==> src/rtl/axi_ad7124_drdy_detect.sv <==
// Multi-channel glitch-filtered AD7124 DOUT/RDY falling-edge detector in the spi_clk domain.
// Define AD7124_DRDY_TIMEOUT_EN to build the missed-conversion watchdog; otherwise timeout is tied 0.
module axi_ad7124_drdy_detect #(
  parameter int NUM_CH     = 1,
  parameter int FILTER_LEN = 1,
  parameter int TIMEOUT_W  = 24
) (
  input  logic                 spi_clk,
  input  logic                 spi_resetn,
  input  logic [NUM_CH-1:0]    spi_sdi,
  input  logic [NUM_CH-1:0]    spi_cs,
  input  logic                 spi_active,
  input  logic [NUM_CH-1:0]    enable,
  input  logic [NUM_CH-1:0]    trigger_ack,
  input  logic [NUM_CH-1:0]    overrun_clr,
  input  logic [TIMEOUT_W-1:0] timeout_limit,
  input  logic                 timeout_clr,
  output logic [NUM_CH-1:0]    trigger,
  output logic                 trigger_any,
  output logic [NUM_CH-1:0]    pending,
  output logic [NUM_CH-1:0]    overrun,
  output logic                 timeout
);

  typedef enum logic [1:0] {DISARMED, ARMED, LOW, DONE} state_t;

  localparam logic [7:0] FL    = 8'(FILTER_LEN);
  localparam logic [7:0] FL_M1 = FL - 8'd1;

  (* ASYNC_REG = "TRUE" *) logic [NUM_CH-1:0] sdi_d1;
  (* ASYNC_REG = "TRUE" *) logic [NUM_CH-1:0] sdi_d2;

  logic [NUM_CH-1:0] qual;
  logic [NUM_CH-1:0] fire;
  logic              unused_ok;

  // Synchroniser: detection taps the first stage, second stage only settles metastability
  always_ff @(posedge spi_clk or negedge spi_resetn) begin
    if (!spi_resetn) begin
      sdi_d1 <= '1;
      sdi_d2 <= '1;
    end else begin
      sdi_d1 <= spi_sdi;
      sdi_d2 <= sdi_d1;
    end
  end

  assign qual = enable & ~spi_cs & {NUM_CH{~spi_active}};

  for (genvar i = 0; i < NUM_CH; i++) begin : g_ch
    state_t     state;
    logic [7:0] cnt;

    assign fire[i] = qual[i] & ~sdi_d1[i] &
                     (((state == ARMED) & (FL == 8'd1)) | ((state == LOW) & (cnt == FL_M1)));

    // Arm after FILTER_LEN highs, fire after FILTER_LEN lows; losing qualification always disarms
    always_ff @(posedge spi_clk or negedge spi_resetn) begin
      if (!spi_resetn) begin
        state <= DISARMED;
        cnt   <= 8'd0;
      end else if (!qual[i]) begin
        state <= DISARMED;
        cnt   <= 8'd0;
      end else begin
        case (state)
          DISARMED, DONE: begin
            if (!sdi_d1[i]) begin
              cnt <= 8'd0;
            end else if (cnt == FL_M1) begin
              state <= ARMED;
              cnt   <= 8'd0;
            end else begin
              cnt <= cnt + 8'd1;
            end
          end
          ARMED: begin
            if (!sdi_d1[i]) begin
              if (FL == 8'd1) begin
                state <= DONE;
                cnt   <= 8'd0;
              end else begin
                state <= LOW;
                cnt   <= 8'd1;
              end
            end
          end
          LOW: begin
            if (sdi_d1[i]) begin
              state <= ARMED;
              cnt   <= 8'd0;
            end else if (cnt == FL_M1) begin
              state <= DONE;
              cnt   <= 8'd0;
            end else begin
              cnt <= cnt + 8'd1;
            end
          end
          default: begin
            state <= DISARMED;
            cnt   <= 8'd0;
          end
        endcase
      end
    end
  end

  // Trigger pulse and acknowledge bookkeeping; set beats clear on both pending and overrun
  always_ff @(posedge spi_clk or negedge spi_resetn) begin
    if (!spi_resetn) begin
      trigger     <= '0;
      trigger_any <= 1'b0;
      pending     <= '0;
      overrun     <= '0;
    end else begin
      trigger     <= fire;
      trigger_any <= |trigger;
      pending     <= fire | (pending & ~trigger_ack);
      overrun     <= (fire & pending & ~trigger_ack) | (overrun & ~overrun_clr);
    end
  end

`ifdef AD7124_DRDY_TIMEOUT_EN
  logic [TIMEOUT_W-1:0] to_cnt;
  logic                 to_run;
  logic                 to_expire;

  assign to_run    = (|enable) && (timeout_limit != '0);
  assign to_expire = to_run && !(|fire) && (to_cnt == timeout_limit);

  // Watchdog restarts on any fire; expiry wins over a simultaneous clear
  always_ff @(posedge spi_clk or negedge spi_resetn) begin
    if (!spi_resetn) begin
      to_cnt  <= '0;
      timeout <= 1'b0;
    end else begin
      if (!to_run || (|fire) || to_expire) to_cnt <= '0;
      else                                 to_cnt <= to_cnt + 1'b1;
      if (to_expire)        timeout <= 1'b1;
      else if (timeout_clr) timeout <= 1'b0;
    end
  end

  assign unused_ok = ^sdi_d2;
`else
  assign timeout   = 1'b0;
  assign unused_ok = ^{sdi_d2, timeout_limit, timeout_clr};
`endif

endmodule

==> config.mk <==
export PLATFORM = sky130hd
export DESIGN_NAME = axi_ad7124_drdy_detect
export DESIGN_NICKNAME = d
export VERILOG_FILES = /design/src/rtl/axi_ad7124_drdy_detect.sv
export SDC_FILE = /design/constraint.sdc
export NUM_CORES = 1
export LEC_CHECK = 0
export CORE_MARGIN = 3
export CORE_UTILIZATION = 35
export DETAILED_ROUTE_END_ITERATION = 10
export PLACE_DENSITY = 0.82
export SLEW_MARGIN = 20
export SYNTH_ARGS = -nofsm -noshare
export SYNTH_HDL_FRONTEND = slang
export SYNTH_SLANG_ARGS = --single-unit
==> constraint.sdc <==
create_clock -name spi_clk -period 1.56 [get_ports spi_clk]
set_input_delay 0.39 -clock spi_clk [delete_from_list [all_inputs] [get_ports spi_clk]]
set_output_delay 0.39 -clock spi_clk [all_outputs]
set_load 0.01 [all_outputs]
==> results.md, run 1 <==
- Chip height: 55.45 um
- Clock share of power: 0.336
- Max-cap violations: 0
- RSZ-0062 raised after global routing: true
- Sequential fraction of the synthesis area: 0.4401
- Non-Filler Instances: 141
- Final Hold Viols: 0
- Area delta synth->final: 40.79%
- CP delay by family, top: simple AND/OR/NAND/NOR gates
- Vias in the first global route: 810
- Crit-path cells: inv_2, ha_4, or3b_4, a22oi_2, nand2_2, o311ai_2
- Worst R2R Start: g_ch[0].state[0]
- Min cycle time layout: 1.675 ns
- Clk root buf: clkbuf_4
- R2r endpoint: g_ch[0].cnt[2]
- Dpl cells: 132
- H-tree levels: 1
- Critical-path top delay cell: dfrtp_1
- Antenna Cells: 0
- Failing checks: negative setup slack
- Peak VDD IR: 0.3337 mV
- Min-delay worst type: in2async
- CP required: 1.76 ns
- Power Internal: 0.5227 mW
- Sw Ratio: 0.2400
- R2R depth: 6
- Yosys reg bits: 15
- Fill count: 195
- CTS buffer count: 3
- Drt via density: 5.475
- Hold Worst Slack: 0.3772 ns
- Worst clock skew: 0.006064 ns
- Nets@finish: 151
- Initial antenna violation count: 0
- Drt total wl: 2252 um
- Syn. warnings: 0
- Pwr dens: 570.8 nW/um^2
- DIE WIDTH: 55.45 um
- DRT iter0 DRCs: 37
- Post-Synthesis Cells: 84
- Post-route setup slack: -0.1145 ns
- TritonCTS clock tree: yes
- Hpwl dp: 1565 um
- Share of layout cells above drive strength 1: 0.4159
- Critical path class: reg2reg
- Status: finished with violations
- Drt pass-1 iters: 4
- Highest Clock Rate: 0.5972 GHz
- Share of power burned in registers: 0.577
- CP startpoint: g_ch[0].state[0]
- GP Congestion: 0.8679
- Antenna viol nets, final: 0
- Crit Path Max Fanout: 3
- All-Layer GR Usage: 0.1564
- Std-Cell Rows: 17
- Startpoint types: flip-flop
- Clock buffer depth: 2
- Period utilization: 1.073
- Avg WL per Cell: 15.97 um
- Placeable Area: 2276 um^2
- Netlist Area Pre-Place: 855.8 um^2
- Lkg Pwr: 0.5451 nW
- Post-synth cell types: 39
- Final Max Tran Viols: 0
- Clk pin slew, worst setup/hold paths: 0.10 ns
- Comb pwr share: 0.087
- FF-to-FF setup slack: -0.11 ns
- Max stage delay on crit path: 0.40 ns
- Die area: 3075 um^2
- Starting Density: 0.3760
- Worst path bufs/invs: 1
- Global-route wire length before repair: 3781 um
- Clock Latency Late Sink: 0.29 ns
- Residual DRC count: 0
- Post-Syn Nets: 121
- DR vias: 772
- CP endpoint kind: flip-flop
- Final setup fails: 11
- Syn_area_per_cell: 10.19 um^2
- GRT overflow: 0
- IO Count: 38
- CTS sink cnt: 15
- Largest net degree at the start of global routing: 9
- Port Buf Inserts: 11
- Switching component of the power: 0.1650 mW
- Worst Path Arrival: 1.88 ns
-- sequential cells by signal, summed over array words and instances (netlist names) --
signal and count:
overrun 1, pending 1, g_ch.state 2, sdi_d1 1
trigger 1, trigger_any 1, g_ch.cnt 8
-- timing repair --
| action | CTS | global route |
|---|---|---|
| gates resized for setup | 16 | 8 |
| setup buffers | 4 | 1 |
| setup endpoints to repair | 16 | 14 |
| hold buffers | 0 | 0 |
| pin swaps | 11 | 7 |
-- cell usage in the layout (no fill, tap or decap), types with 3 or more instances in the layout --
master / synthesis / layout
buf_4: 1 / 16
clkbuf_4: 0 / 3
clkdlybuf4s50_1: 0 / 6
dfrtp_1: 14 / 13
dlygate4sd2_1: 0 / 4
inv_1: 7 / 3
inv_2: 0 / 4
nand2_1: 10 / 8
nand2_2: 1 / 3
nand3_1: 3 / 3
nor2_1: 5 / 4
xor2_1: 3 / 3
-- per-stage QoR --
| stage | TNS (ns) | cell area (um^2) | total power [mW] | util | setup WS [ns] |
|---|---|---|---|---|---|
| CTS | -0.4101 | 1176 | 0.6885 | 0.5168 | -0.1105 |
| global route | -1.332 | 1205 | 0.7205 | 0.5294 | -0.1845 |
| detailed placement | -3.948 | 1084 | 0.4571 | 0.4761 | -0.4728 |
| finish | -0.3832 | 1205 | 0.6877 | 0.5294 | -0.1145 |
| floorplan | -0.06621 | 868.3 | 0.4230 | - | -0.06621 |
| global placement | -3.294 | 1084 | 0.4548 | 0.4761 | -0.3569 |
-- per-layer routing --
| metal | vias to the layer above | routed length, um | GRT usage |
|---|---|---|---|
| li1 | 357 | - | - |
| met1 | 363 | 888 | 0.1788 |
| met2 | 44 | 1135 | 0.2635 |
| met3 | 8 | 159 | 0.03505 |
| met4 | 0 | 68 | 0.09375 |
| met5 | - | 0 | 0 |
-- power groups by stage --
stage	combinational [mW]	sequential (mW)	clock, mW
3_3_place_gp	0.0516	0.403	0
6_report	0.0600	0.397	0.231
4_1_cts	0.0579	0.396	0.234
2_1_floorplan	0.0202	0.403	0
5_1_grt	0.0656	0.397	0.258
3_5_place_dp	0.0537	0.403	0
-- final cells by class --
type / count / area [um^2] / share of cell area
clock buffer: 4 / 26.28 / 0.02181
inverter: 7 / 26.28 / 0.02181
multi-input combinational: 60 / 511.7 / 0.4247
sequential: 15 / 377.9 / 0.3136
tap: 28 / 35.03 / 0.02908
timing repair buffer: 27 / 227.7 / 0.1890
-- synth_stat cells (all sizes together) --
cell type,count,area share
and2,1,0.0073
o21ai,3,0.018
a2111oi,1,0.010
nor2,5,0.022
nand3,3,0.018
and3,1,0.0088
buf,2,0.015
a21o,1,0.0088
nor3,2,0.018
a22oi,1,0.015
xnor2,1,0.010
nor3b,1,0.0088
o311ai,1,0.019
nand4,1,0.0073
a31oi,2,0.015
nand2b,1,0.0073
conb,1,0.0044
o22ai,2,0.022
nand2,11,0.051
inv,7,0.031
dfrtp,14,0.41
xor2,3,0.031
nor4b,1,0.028
dfstp,1,0.031
or3,2,0.020
o2111ai,3,0.031
nand4b,1,0.010
a21oi,1,0.0058
a211oi,1,0.0088
a211o,2,0.020
a32o,1,0.012
ha,4,0.058
or3b,2,0.020
-- how the worst max path moves through the flow --
stage,cells past startpoint,end
3_3_place_gp,5,g_ch[0].cnt[6]
3_5_place_dp,4,g_ch[0].state[1]
6_report,6,g_ch[0].cnt[2]
2_1_floorplan,6,g_ch[0].cnt[2]
5_1_grt,6,g_ch[0].cnt[2]
4_1_cts,6,g_ch[0].cnt[2]
-- logic make-up (layout without fill, tap and decap cells) --
family,after synthesis,in the layout,share of synthesized area
AOI/OAI and AO/OA,19,19,0.1842
buffers and inverters,9,38,0.04532
adders and majority gates,4,4,0.05848
other,1,1,0.004382
xor gates and xnor gates,4,4,0.04094
and+or+nand+nor,32,32,0.2266
DFF,15,15,0.4401
(Power assumes the default switching activity.)
==> run 2, diff against run 1 <==
--- a/config.mk
+++ b/config.mk
@@ -8,7 +8,8 @@
 export CORE_MARGIN = 3
 export CORE_UTILIZATION = 35
 export DETAILED_ROUTE_END_ITERATION = 10
-export PLACE_DENSITY = 0.82
+export GPL_TIMING_DRIVEN = 1
+export PLACE_DENSITY = 0.72
 export SLEW_MARGIN = 20
 export SYNTH_ARGS = -nofsm -noshare
 export SYNTH_HDL_FRONTEND = slang
==> run 2 against run 1 <==
Effect of this change: utilization shrank 0.93 points; critical endpoint unchanged; sequential share of layout area grew 0.46 points; largest cell class unchanged; register-to-register slack worse by 0.02 ns; the run still ends with negative setup slack left; highest routed layer unchanged; die area unchanged; clock skew rose by 0.0098 ns.
==> results.md, run 2 (same netlist as run 1, synthesis figures left out) <==
- Std-Cell Rows: 17 (unchanged)
- Nets@finish: 150 (-0.66%)
- Drt total wl: 1859 um (-17%)
- Dpl cells: 132 (unchanged)
- Share of layout cells above drive strength 1: 0.3571 (-0.05879)
- RSZ-0062 raised after global routing: true
- All-Layer GR Usage: 0.1343 (-0.02213)
- Crit Path Max Fanout: 3 (unchanged)
- Antenna viol nets, final: 0 (unchanged)
- Highest Clock Rate: 0.5888 GHz (-1.4%)
- Min-delay worst type: in2async
- Vias in the first global route: 714 (-12%)
- Max-cap violations: 0 (unchanged)
- Top flop regs: g_ch.cnt: 8 flops, g_ch.state: 2 flops
- Area delta synth->final: 38.30%
- Largest register FFs: 8 (unchanged)
- Dpl ws: -0.4323 ns (+0.04043 ns)
- Peak VDD IR: 0.4942 mV (+48%)
- Chip height: 55.45 um (unchanged)
- Worst Path Arrival: 1.89 ns (about the same)
- R2R depth: 6 (unchanged)
- Period utilization: 1.089 (+0.01532)
- H-tree levels: 1 (unchanged)
- CP endpoint kind: flip-flop
- Commonest non-fill, non-tap cells in the layout: buf_4, dfrtp_1, nand2_1
- Clock Latency Late Sink: 0.30 ns (about the same)
- GRT overflow: 0 (unchanged)
- Largest net degree at the start of global routing: 16 (+7)
- Fill count: 198 (+1.5%)
- Clk root buf: clkbuf_4
- FF-to-FF setup slack: -0.14 ns (-0.02 ns)
- Post-route cell area: 1184 um^2 (-1.8%)
- Die area: 3075 um^2 (unchanged)
- R2r endpoint: g_ch[0].cnt[2]
- GP Congestion: 0.8627 (-0.60%)
- Non-Filler Instances: 140 (-0.71%)
- Global-route wire length before repair: 3229 um (-15%)
- Clock buffer depth: 2 (unchanged)
- TritonCTS clock tree: yes
- DRT iter0 DRCs: 12 (-68%)
- Failing checks: negative setup slack
- Status: finished with violations
- CP startpoint: g_ch[0].state[0]
- Final Hold Viols: 0 (unchanged)
- Initial antenna violation count: 0 (unchanged)
- IO Count: 38 (unchanged)
- Worst clock skew: 0.01588 ns (+0.009814 ns)
- CP required: 1.75 ns (about the same)
- Placeable Area: 2276 um^2 (unchanged)
- CTS buffer count: 3 (unchanged)
- Drt pass-1 iters: 4 (unchanged)
- Critical path class: reg2reg
- DR vias: 738 (-4.4%)
- Clk pin slew, worst setup/hold paths: 0.10 ns (about the same)
- Min cycle time layout: 1.698 ns (+0.02390 ns)
- Lkg Pwr: 0.5481 nW (+0.55%)
- Worst R2R Start: g_ch[0].state[0]
- Post-route setup slack: -0.1384 ns (-0.02390 ns)
- Startpoint types: flip-flop
- Top reg by flops: g_ch.cnt
- Starting Density: 0.3760 (unchanged)
- Residual DRC count: 0 (unchanged)
- Drt via density: 5.271 (-3.7%)
- Pwr dens: 576.2 nW/um^2 (+0.94%)
- Commonest non-fill, non-tap cell in the layout: buf_4
- Final Max Tran Viols: 0 (unchanged)
- Antenna Cells: 0 (unchanged)
- CTS sink cnt: 15 (unchanged)
- Worst Setup EP: g_ch[0].cnt[2]
- Avg WL per Cell: 13.28 um (-17%)
- Hpwl dp: 1409 um (-9.9%)
- Post-CTS Hold Buffers: 0 (unchanged)
- Setup TNS: -0.7247 ns (-0.3415 ns)
- Port Buf Inserts: 11 (unchanged)
- DIE WIDTH: 55.45 um (unchanged)
- Final setup fails: 8 (-3)
- Placement-stage cell area: 1084 um^2 (unchanged)
[run 2: changes by cell type in the layout (fill, tap and decap cells not counted), sizes merged]
cell and change:
dlygate4sd2 -1, clkdlybuf4s50 +1, buf -1, clkbuf -1, clkinv +1
[run 2: area by class of cell]
class | count | area (um^2) | area share
repair buffers | 26 | 221.5 | 0.1871
well taps | 28 | 35.03 | 0.02960
clock buffers | 3 | 22.52 | 0.01903
inverters | 7 | 26.28 | 0.02220
flip-flops and latches | 15 | 376.6 | 0.3182
clock inverters | 1 | 5.005 | 0.004228
multi-input cells | 60 | 496.7 | 0.4197
[run 2: report_power, final]
group          total, mW  leakage, nW  internal [mW]  switching [mW]
Combinational     0.0568        0.325         0.0312          0.0257
Sequential         0.396        0.206          0.392         0.00413
Clock              0.229       0.0177         0.0956           0.133
[run 2: how the worst min path moves through the flow]
stage,startpoint,end,slack [ns],cells after the start
finish,spi_resetn,g_ch[0].state[1],0.39,2
floorplan,spi_resetn,g_ch[0].cnt[0],0.09,0
detailed placement,trigger,trigger_any,0.38,0
CTS,trigger,trigger_any,0.39,0
global placement,trigger,trigger_any,0.36,0
global route,spi_resetn,g_ch[0].state[0],0.39,2
[run 2: critical path, cell delays in order (launching register included)]
cell      delay (ns)
dfrtp_1         0.41
inv_2           0.08
ha_4            0.20
or3b_4          0.37
a22oi_2         0.19
nand2_2         0.11
o311ai_2        0.22
[run 2: routing by layer]
layer	share of wire	track usage
met1	0.42	0.1505
met2	0.51	0.2297
met3	0.055	0.05607
met4	0.017	0.04167
met5	0	0
[run 2: stage by stage]
stage	util	power (mW)	hold slack (ns)
2_1_floorplan	-	0.4230	0.09441
3_3_place_gp	0.4761	0.4553	0.3620
3_5_place_dp	0.4761	0.4567	0.3757
4_1_cts	0.5135	0.6896	0.3943
5_1_grt	0.5201	0.7167	0.3939
6_report	0.5201	0.6820	0.3891
[run 2: timing repair]
action,CTS,global route
setup endpoints to repair,15,14
pin swaps,6,6
buffers inserted,3,1
cloned,0,0
gates resized for setup,15,3
